--- src/rtl/stack_pkg.sv ---
// Shared types and helpers for the parametrised LIFO stack.
// Op encoding is {push,pop}; count width derives from depth.
package stack_pkg;

  typedef enum logic [1:0] {
    OP_IDLE = 2'b00,
    OP_POP  = 2'b01,
    OP_PUSH = 2'b10,
    OP_REPL = 2'b11
  } op_e;

  function automatic int cnt_w(input int depth);
    return $clog2(depth) + 1;
  endfunction

endpackage

--- src/rtl/stack_lifo_if.sv ---
// Request/status bundle between the stack and its user.
// STACK_HWM_EN adds the max_count high-water mark.
interface stack_lifo_if
  import stack_pkg::*;
#(
  parameter int DATA_WIDTH = 8,
  parameter int DEPTH      = 16
);
  localparam int CNT_W = cnt_w(DEPTH);

  logic                  push;
  logic                  pop;
  logic [DATA_WIDTH-1:0] data_in;
  logic [DATA_WIDTH-1:0] data_out;
  logic                  out_valid;
  logic [DATA_WIDTH-1:0] top;
  logic [CNT_W-1:0]      count;
  logic                  empty;
  logic                  full;
  logic                  overflow;
  logic                  underflow;
  logic                  error;
`ifdef STACK_HWM_EN
  logic [CNT_W-1:0]      max_count;
`endif

`ifdef STACK_HWM_EN
  modport master (
    output push, pop, data_in,
    input  data_out, out_valid, top, count,
    input  empty, full, overflow, underflow,
    input  error, max_count
  );
  modport slave (
    input  push, pop, data_in,
    output data_out, out_valid, top, count,
    output empty, full, overflow, underflow,
    output error, max_count
  );
`else
  modport master (
    output push, pop, data_in,
    input  data_out, out_valid, top, count,
    input  empty, full, overflow, underflow,
    input  error
  );
  modport slave (
    input  push, pop, data_in,
    output data_out, out_valid, top, count,
    output empty, full, overflow, underflow,
    output error
  );
`endif

endinterface

--- src/rtl/stack_ram.sv ---
// Stack storage: one synchronous write port, one async read port.
// No reset; contents are only meaningful below the stack pointer.
module stack_ram #(
  parameter int DATA_WIDTH = 8,
  parameter int DEPTH      = 16,
  localparam int AW        = $clog2(DEPTH)
) (
  input  logic                  clk,
  input  logic                  we,
  input  logic [AW-1:0]         waddr,
  input  logic [DATA_WIDTH-1:0] wdata,
  input  logic [AW-1:0]         raddr,
  output logic [DATA_WIDTH-1:0] rdata
);

  logic [DATA_WIDTH-1:0] mem [DEPTH];

  // Write the addressed entry when enabled.
  always_ff @(posedge clk) begin
    if (we) mem[waddr] <= wdata;
  end

  assign rdata = mem[raddr];

endmodule

--- src/rtl/stack_lifo.sv ---
// Parametrised LIFO stack with replace, flags and status.
// Optional macro STACK_HWM_EN adds the max_count high-water mark.
module stack_lifo
  import stack_pkg::*;
#(
  parameter int DATA_WIDTH = 8,
  parameter int DEPTH      = 16
) (
  input logic        clk,
  input logic        reset_n,
  stack_lifo_if.slave bus
);

  localparam int CNT_W = cnt_w(DEPTH);
  localparam int AW    = CNT_W - 1;
  localparam logic [CNT_W-1:0] ONE   = CNT_W'(1);
  localparam logic [CNT_W-1:0] LIMIT = CNT_W'(DEPTH);

  typedef logic [AW-1:0] idx_t;

  op_e                   op;
  logic [CNT_W-1:0]      sp, sp_nx;
  logic [DATA_WIDTH-1:0] dout_q, dout_nx;
  logic                  ov_q, ov_nx;
  logic                  ovf_q, ovf_nx;
  logic                  udf_q, udf_nx;
  logic                  err_q;
  logic                  empty, full;
  logic                  we;
  idx_t                  waddr, top_idx;
  logic [DATA_WIDTH-1:0] rdata;

  assign op      = op_e'({bus.push, bus.pop});
  assign empty   = (sp == '0);
  assign full    = (sp == LIMIT);
  assign top_idx = idx_t'(sp - ONE);

  stack_ram #(
    .DATA_WIDTH(DATA_WIDTH),
    .DEPTH     (DEPTH)
  ) u_ram (
    .clk  (clk),
    .we   (we),
    .waddr(waddr),
    .wdata(bus.data_in),
    .raddr(top_idx),
    .rdata(rdata)
  );

  // Decode the sampled request into next pointer, data and flags.
  always_comb begin
    sp_nx   = sp;
    dout_nx = dout_q;
    ov_nx   = 1'b0;
    ovf_nx  = 1'b0;
    udf_nx  = 1'b0;
    we      = 1'b0;
    waddr   = sp[AW-1:0];
    unique case (op)
      OP_PUSH: begin
        if (!full) begin
          we    = 1'b1;
          sp_nx = sp + ONE;
        end else begin
          ovf_nx = 1'b1;
        end
      end
      OP_POP: begin
        if (!empty) begin
          dout_nx = rdata;
          sp_nx   = sp - ONE;
          ov_nx   = 1'b1;
        end else begin
          udf_nx = 1'b1;
        end
      end
      OP_REPL: begin
        ov_nx = 1'b1;
        if (!empty) begin
          dout_nx = rdata;
          we      = 1'b1;
          waddr   = top_idx;
        end else begin
          dout_nx = bus.data_in;
        end
      end
      default: ;
    endcase
  end

  // Pointer, output data and one-cycle / sticky flags.
  always_ff @(posedge clk or negedge reset_n) begin
    if (!reset_n) begin
      sp     <= '0;
      dout_q <= '0;
      ov_q   <= 1'b0;
      ovf_q  <= 1'b0;
      udf_q  <= 1'b0;
      err_q  <= 1'b0;
    end else begin
      sp     <= sp_nx;
      dout_q <= dout_nx;
      ov_q   <= ov_nx;
      ovf_q  <= ovf_nx;
      udf_q  <= udf_nx;
      err_q  <= err_q | ovf_nx | udf_nx;
    end
  end

`ifdef STACK_HWM_EN
  logic [CNT_W-1:0] hwm_q;

  // Track the highest occupancy seen since reset.
  always_ff @(posedge clk or negedge reset_n) begin
    if (!reset_n) hwm_q <= '0;
    else if (sp_nx > hwm_q) hwm_q <= sp_nx;
  end

  assign bus.max_count = hwm_q;
`endif

  assign bus.data_out  = dout_q;
  assign bus.out_valid = ov_q;
  assign bus.top       = empty ? '0 : rdata;
  assign bus.count     = sp;
  assign bus.empty     = empty;
  assign bus.full      = full;
  assign bus.overflow  = ovf_q;
  assign bus.underflow = udf_q;
  assign bus.error     = err_q;

endmodule

--- src/flat_wrapper.sv ---
// flat-port wrapper written by rule: the top's interface ports become plain ports
module stack_lifo_flat import stack_pkg::*;
#(
  parameter int DATA_WIDTH = 8,
  parameter int DEPTH      = 16
)
  (clk, reset_n, bus_push, bus_pop, bus_data_in, bus_data_out, bus_out_valid, bus_top, bus_count, bus_empty, bus_full, bus_overflow, bus_underflow, bus_error);
  stack_lifo_if #(.DATA_WIDTH(DATA_WIDTH), .DEPTH(DEPTH)) bus_i ();
  input logic clk;
  input logic reset_n;
  input wire logic [$bits(bus_i.push)-1:0] bus_push;
  input wire logic [$bits(bus_i.pop)-1:0] bus_pop;
  input wire logic [$bits(bus_i.data_in)-1:0] bus_data_in;
  output wire logic [$bits(bus_i.data_out)-1:0] bus_data_out;
  output wire logic [$bits(bus_i.out_valid)-1:0] bus_out_valid;
  output wire logic [$bits(bus_i.top)-1:0] bus_top;
  output wire logic [$bits(bus_i.count)-1:0] bus_count;
  output wire logic [$bits(bus_i.empty)-1:0] bus_empty;
  output wire logic [$bits(bus_i.full)-1:0] bus_full;
  output wire logic [$bits(bus_i.overflow)-1:0] bus_overflow;
  output wire logic [$bits(bus_i.underflow)-1:0] bus_underflow;
  output wire logic [$bits(bus_i.error)-1:0] bus_error;
  assign bus_i.push = bus_push;
  assign bus_i.pop = bus_pop;
  assign bus_i.data_in = bus_data_in;
  assign bus_data_out = bus_i.data_out;
  assign bus_out_valid = bus_i.out_valid;
  assign bus_top = bus_i.top;
  assign bus_count = bus_i.count;
  assign bus_empty = bus_i.empty;
  assign bus_full = bus_i.full;
  assign bus_overflow = bus_i.overflow;
  assign bus_underflow = bus_i.underflow;
  assign bus_error = bus_i.error;
  stack_lifo #(.DATA_WIDTH(DATA_WIDTH), .DEPTH(DEPTH)) u_core (.clk(clk), .reset_n(reset_n), .bus(bus_i));
endmodule
--- config.mk ---
export PLATFORM = sky130hd
export DESIGN_NAME = stack_lifo_flat
export DESIGN_NICKNAME = d
export VERILOG_FILES = /design/src/rtl/stack_pkg.sv /design/src/rtl/stack_lifo_if.sv /design/src/rtl/stack_ram.sv /design/src/rtl/stack_lifo.sv /design/src/flat_wrapper.sv
export SDC_FILE = /design/constraint.sdc
export NUM_CORES = 1
export LEC_CHECK = 0
export ABC_AREA = 1
export ABC_CLOCK_PERIOD_IN_PS = 3600
export CORE_UTILIZATION = 30
export DETAILED_ROUTE_END_ITERATION = 6
export GPL_ROUTABILITY_DRIVEN = 0
export GPL_TIMING_DRIVEN = 0
export MAX_ROUTING_LAYER = met4
export PLACE_DENSITY = 0.58
export SLEW_MARGIN = 20
export SYNTH_ARGS = -nofsm -noshare
export SYNTH_HDL_FRONTEND = slang
export SYNTH_SLANG_ARGS = --single-unit
--- constraint.sdc ---
create_clock -name clk -period 3.6 [get_ports clk]
set_clock_uncertainty 0.2 [all_clocks]
set_input_delay 0.72 -clock clk [delete_from_list [all_inputs] [get_ports clk]]
set_output_delay 0.72 -clock clk [all_outputs]
set_load 0.02 [all_outputs]
==> qor.csv, run 1 <==
stage,metric,value,unit
synthesis,Post-synth EDFFs,128,
synthesis,Mapped Area,0.00671,mm²
critical_path,"delay-heaviest family, CP",buffers and inverters,
detailed_routing,router iterations before antenna repair,5,
place,Placed Area,0.00744,mm²
critical_path,worst r2r src,u_core.bus.count[0],
timing,Final Hold Viols,0,
power_and_ir_drop,static leakage,0.00348,µW
synthesis,async set-reset flop share out of synthesis,0.117,
timing,Max-slew headroom,0.422,
floorplanning,Rows,54,
clock_network,H-tree depth,4,
worst_hold_path,hold crit path type,flip-flop to flip-flop,
place,dpl cells,982,
clock_network,CTS Buffer Depth,2,
critical_path,crit path max fanout,11,
timing,Final setup viols,0,
worst_hold_path,hold_sp,u_core.bus.error,
power_and_ir_drop,Combinational Power Share,0.511,
clock_network,hold_buf cts,0,
clock_network,Clock Root Buffer,clkbuf_16,
critical_path,"slowest stage delay, CP",0.39,ns
grt,first-pass GRT wire length,25.2,mm
place,Final HPWL DP,11.3,mm
detailed_routing,Final Routed Wirelength,16.4,mm
finish,n_diodes,0,
finish,"commonest non-fill, non-tap cell in the layout",nand2_1,
timing,setup ws final,0.0795,ns
power_and_ir_drop,Peak VDD IR,0.423,mV
floorplanning,chip width,152,µm
power_and_ir_drop,P_sw,3370,µW
detailed_routing,vias per cell,4.54,
timing,worst hold slack,0.268,ns
synthesis,Syn. warnings,0,
finish,Final #Nets,741,
synthesis,"Distinct cells, synth",34,
timing,fin. max-slew vios,0,
critical_path,worst setup path start,u_core.bus.count[0],
clock_network,clock sink count,145,
floorplanning,Ports,39,
synthesis,Syn Area/Cell,10.1,µm²
timing,Final period util,0.978,
power_and_ir_drop,clock power share,0.221,
finish,final non-filler cell total,1019,
grt,total global routing overflow,0,
timing,Slew @ Worst Pin,0.864,ns
grt,Tot GR Track Use,0.159,
floorplanning,core area,0.0219,mm²
critical_path,Worst R2R Setup Slack,0.65,ns
place,I/O Buffers,38,
detailed_routing,ANT nets after route,0,
critical_path,startpoint types,flip-flop,
timing,Fmax,284,MHz
synthesis,top_reg_cell synth,edfxtp_1,
floorplanning,Die H,152,µm
finish,post-route cell area,0.00820,mm²
clock_network,CTS buffer count,17,
critical_path,critical-path cell list,inv_2 -> buf_8 -> buf_12 -> ha_1 -> buf_4 -> inv_4 -> clkbuf_8 -> nand2_1 -> nand3_1 -> nand3_1 -> a21oi_2 -> buf_4,
critical_path,r2r worst-path depth,9,
power_and_ir_drop,Pwr Total,7960,µW
place,Place WS,-0.719,ns
finish,most frequent cells in the layout,"nand2_1 (234), edfxtp_1 (128), nand3_1 (78), inv_1 (73), nor2_1 (35)",
critical_path,Crit. End Element,output pin,
detailed_routing,Via Count,4626,
power_and_ir_drop,Pint,4590,µW
synthesis,Synth Register Bits,145,
critical_path,Stages on worst setup path,12,
floorplanning,Starting Density,0.306,
critical_path,Worst Setup EP,bus_top[3],
critical_path,Crit path buffers/inverters,7,
power_and_ir_drop,Net Sw Frac,0.423,
power_and_ir_drop,Pwr per Cell Area,971,mW/mm²
outcome,status,"complete, no violations",
critical_path,critical path arrival,2.60,ns
flow_run,max-cap violation count,0,
clock_network,clock slew seen by the registers of the worst setup and hold paths,0.06,ns
synthesis,"Seq/Total Area, Yosys",0.637,
synthesis,Mapped Cells,664,
grt,pin count of the biggest net entering global routing,18,
synthesis,syn nets,679,
detailed_routing,DRC Markers,0,
finish,synth-to-layout area growth,22.2,%
critical_path,slowest cell on the critical path,dfrtp_2,
clock_network,TritonCTS clock tree,done,
grt,vias in the first global route,4411,
finish,layout cell share with drive strength beyond 1,0.168,
power_and_ir_drop,part of the power in registers,0.268,
critical_path,r2r endpoint,u_core.u_ram.mem[1][5],
critical_path,Crit path required time,2.68,ns
critical_path,crit path kind,flip-flop to output pin,
detailed_routing,Iter 0 DRT Violations,376,
timing,Period minus WS final,3.52,ns
detailed_routing,DR WL/cell,16.1,µm
grt,number of antenna violations at the first check in global routing,0,
clock_network,Clock Latency Late Sink,0.42,ns
floorplanning,die area,0.0230,mm²
## worst min-delay path by stage
stage | slack (ns) | to | depth (start not counted)
6_report | 0.27 | u_core.bus.error | 2
5_1_grt | 0.31 | u_core.bus.data_out[5] | 2
4_1_cts | 0.27 | u_core.bus.error | 2
3_5_place_dp | 0.26 | u_core.bus.error | 2
3_3_place_gp | 0.25 | u_core.bus.error | 2
2_1_floorplan | 0.22 | u_core.bus.count[0] | 0
## kinds of logic (layout without fill, tap and decap cells)
family / count (synthesis) / count (layout) / synth area share
adders and majority gates: 3 / 3 / 0.00560
and+or+nand+nor: 382 / 382 / 0.256
xor gates and xnor gates: 6 / 6 / 0.0129
buffers and inverters: 109 / 184 / 0.0696
DFF: 145 / 145 / 0.637
AOI/OAI and AO/OA: 19 / 19 / 0.0192
## through the flow
stage,TNS [ns],util
6_report,0,0.374
5_1_grt,-0.00193,0.374
4_1_cts,0,0.372
3_5_place_dp,-5.28,0.340
3_3_place_gp,-5.22,0.340
2_1_floorplan,0,-
## state kept, by name, summed over array words and instances, names as in the netlist
register / count
u_core.bus.count: 5
u_core.bus.data_out: 8
u_core.bus.error: 1
u_core.bus.out_valid: 1
u_core.bus.overflow: 1
u_core.bus.underflow: 1
u_core.u_ram.mem: 128
## tightest hold or removal path, delay by kind of cell (launching register included)
kind,cells,cell delay [ns]
DFF,1,0.35
and+or+nand+nor,2,0.09
## timing repair
action / 4_1_cts / 5_1_grt
endpoints found under the setup margin: 9 / 9
pin swaps: 1 / 1
resized for setup: 66 / 9
cloned: 0 / 0
buffers inserted: 3 / 2
## synth_stat cells (3+ instances only)
cell	instances	area [µm²]
buf_2	10	50.1
nor2_4	4	45.0
clkbuf_1	9	33.8
nand3_1	82	410
edfxtp_1	128	3840
nand2_1	234	878
xor2_1	3	26.3
nor2_1	35	131
ha_1	3	37.5
buf_6	5	56.3
a21oi_1	8	40.0
o21ai_0	3	15.0
nand3_2	14	140
inv_1	73	274
nand2_2	9	56.3
inv_2	8	30.0
dfrtp_1	17	425
## area by class of cell
| type | instances | area (µm²) |
|---|---|---|
| Fill cell | 2171 | 13700 |
| Sequential cell | 145 | 4270 |
| Multi-Input combinational cell | 410 | 2030 |
| Clock buffer | 26 | 574 |
| Timing Repair Buffer | 43 | 395 |
| Tap cell | 280 | 350 |
| Inverter | 83 | 318 |
| Buffer | 26 | 221 |
| Clock inverter | 6 | 33.8 |
## per-layer routing
layer / vias up / track usage / wire (µm)
met5: - / - / 0
met4: 0 / 0.0782 / 504
met3: 30 / 0.0368 / 840
met2: 130 / 0.231 / 7210
met1: 2185 / 0.208 / 7830
li1: 2281 / - / -
## power groups by stage
stage | Combinational [µW] | Clock (µW) | Sequential, µW
floorplan | 2280 | 0 | 2250
global placement | 3770 | 0 | 2170
detailed placement | 3780 | 0 | 2170
CTS | 3960 | 1790 | 2140
global route | 4400 | 1860 | 2150
finish | 4070 | 1760 | 2130
(Power assumes the default switching activity.)
==> run 2, diff against run 1 <==
--- a/config.mk
+++ b/config.mk
@@ -6,7 +6,6 @@
 export NUM_CORES = 1
 export LEC_CHECK = 0
 export ABC_AREA = 1
-export ABC_CLOCK_PERIOD_IN_PS = 3600
 export CORE_UTILIZATION = 30
 export DETAILED_ROUTE_END_ITERATION = 6
 export GPL_ROUTABILITY_DRIVEN = 0
==> results of run 2 <==
Same layout as run 1: the final DEF is identical, and so are final timing and power.
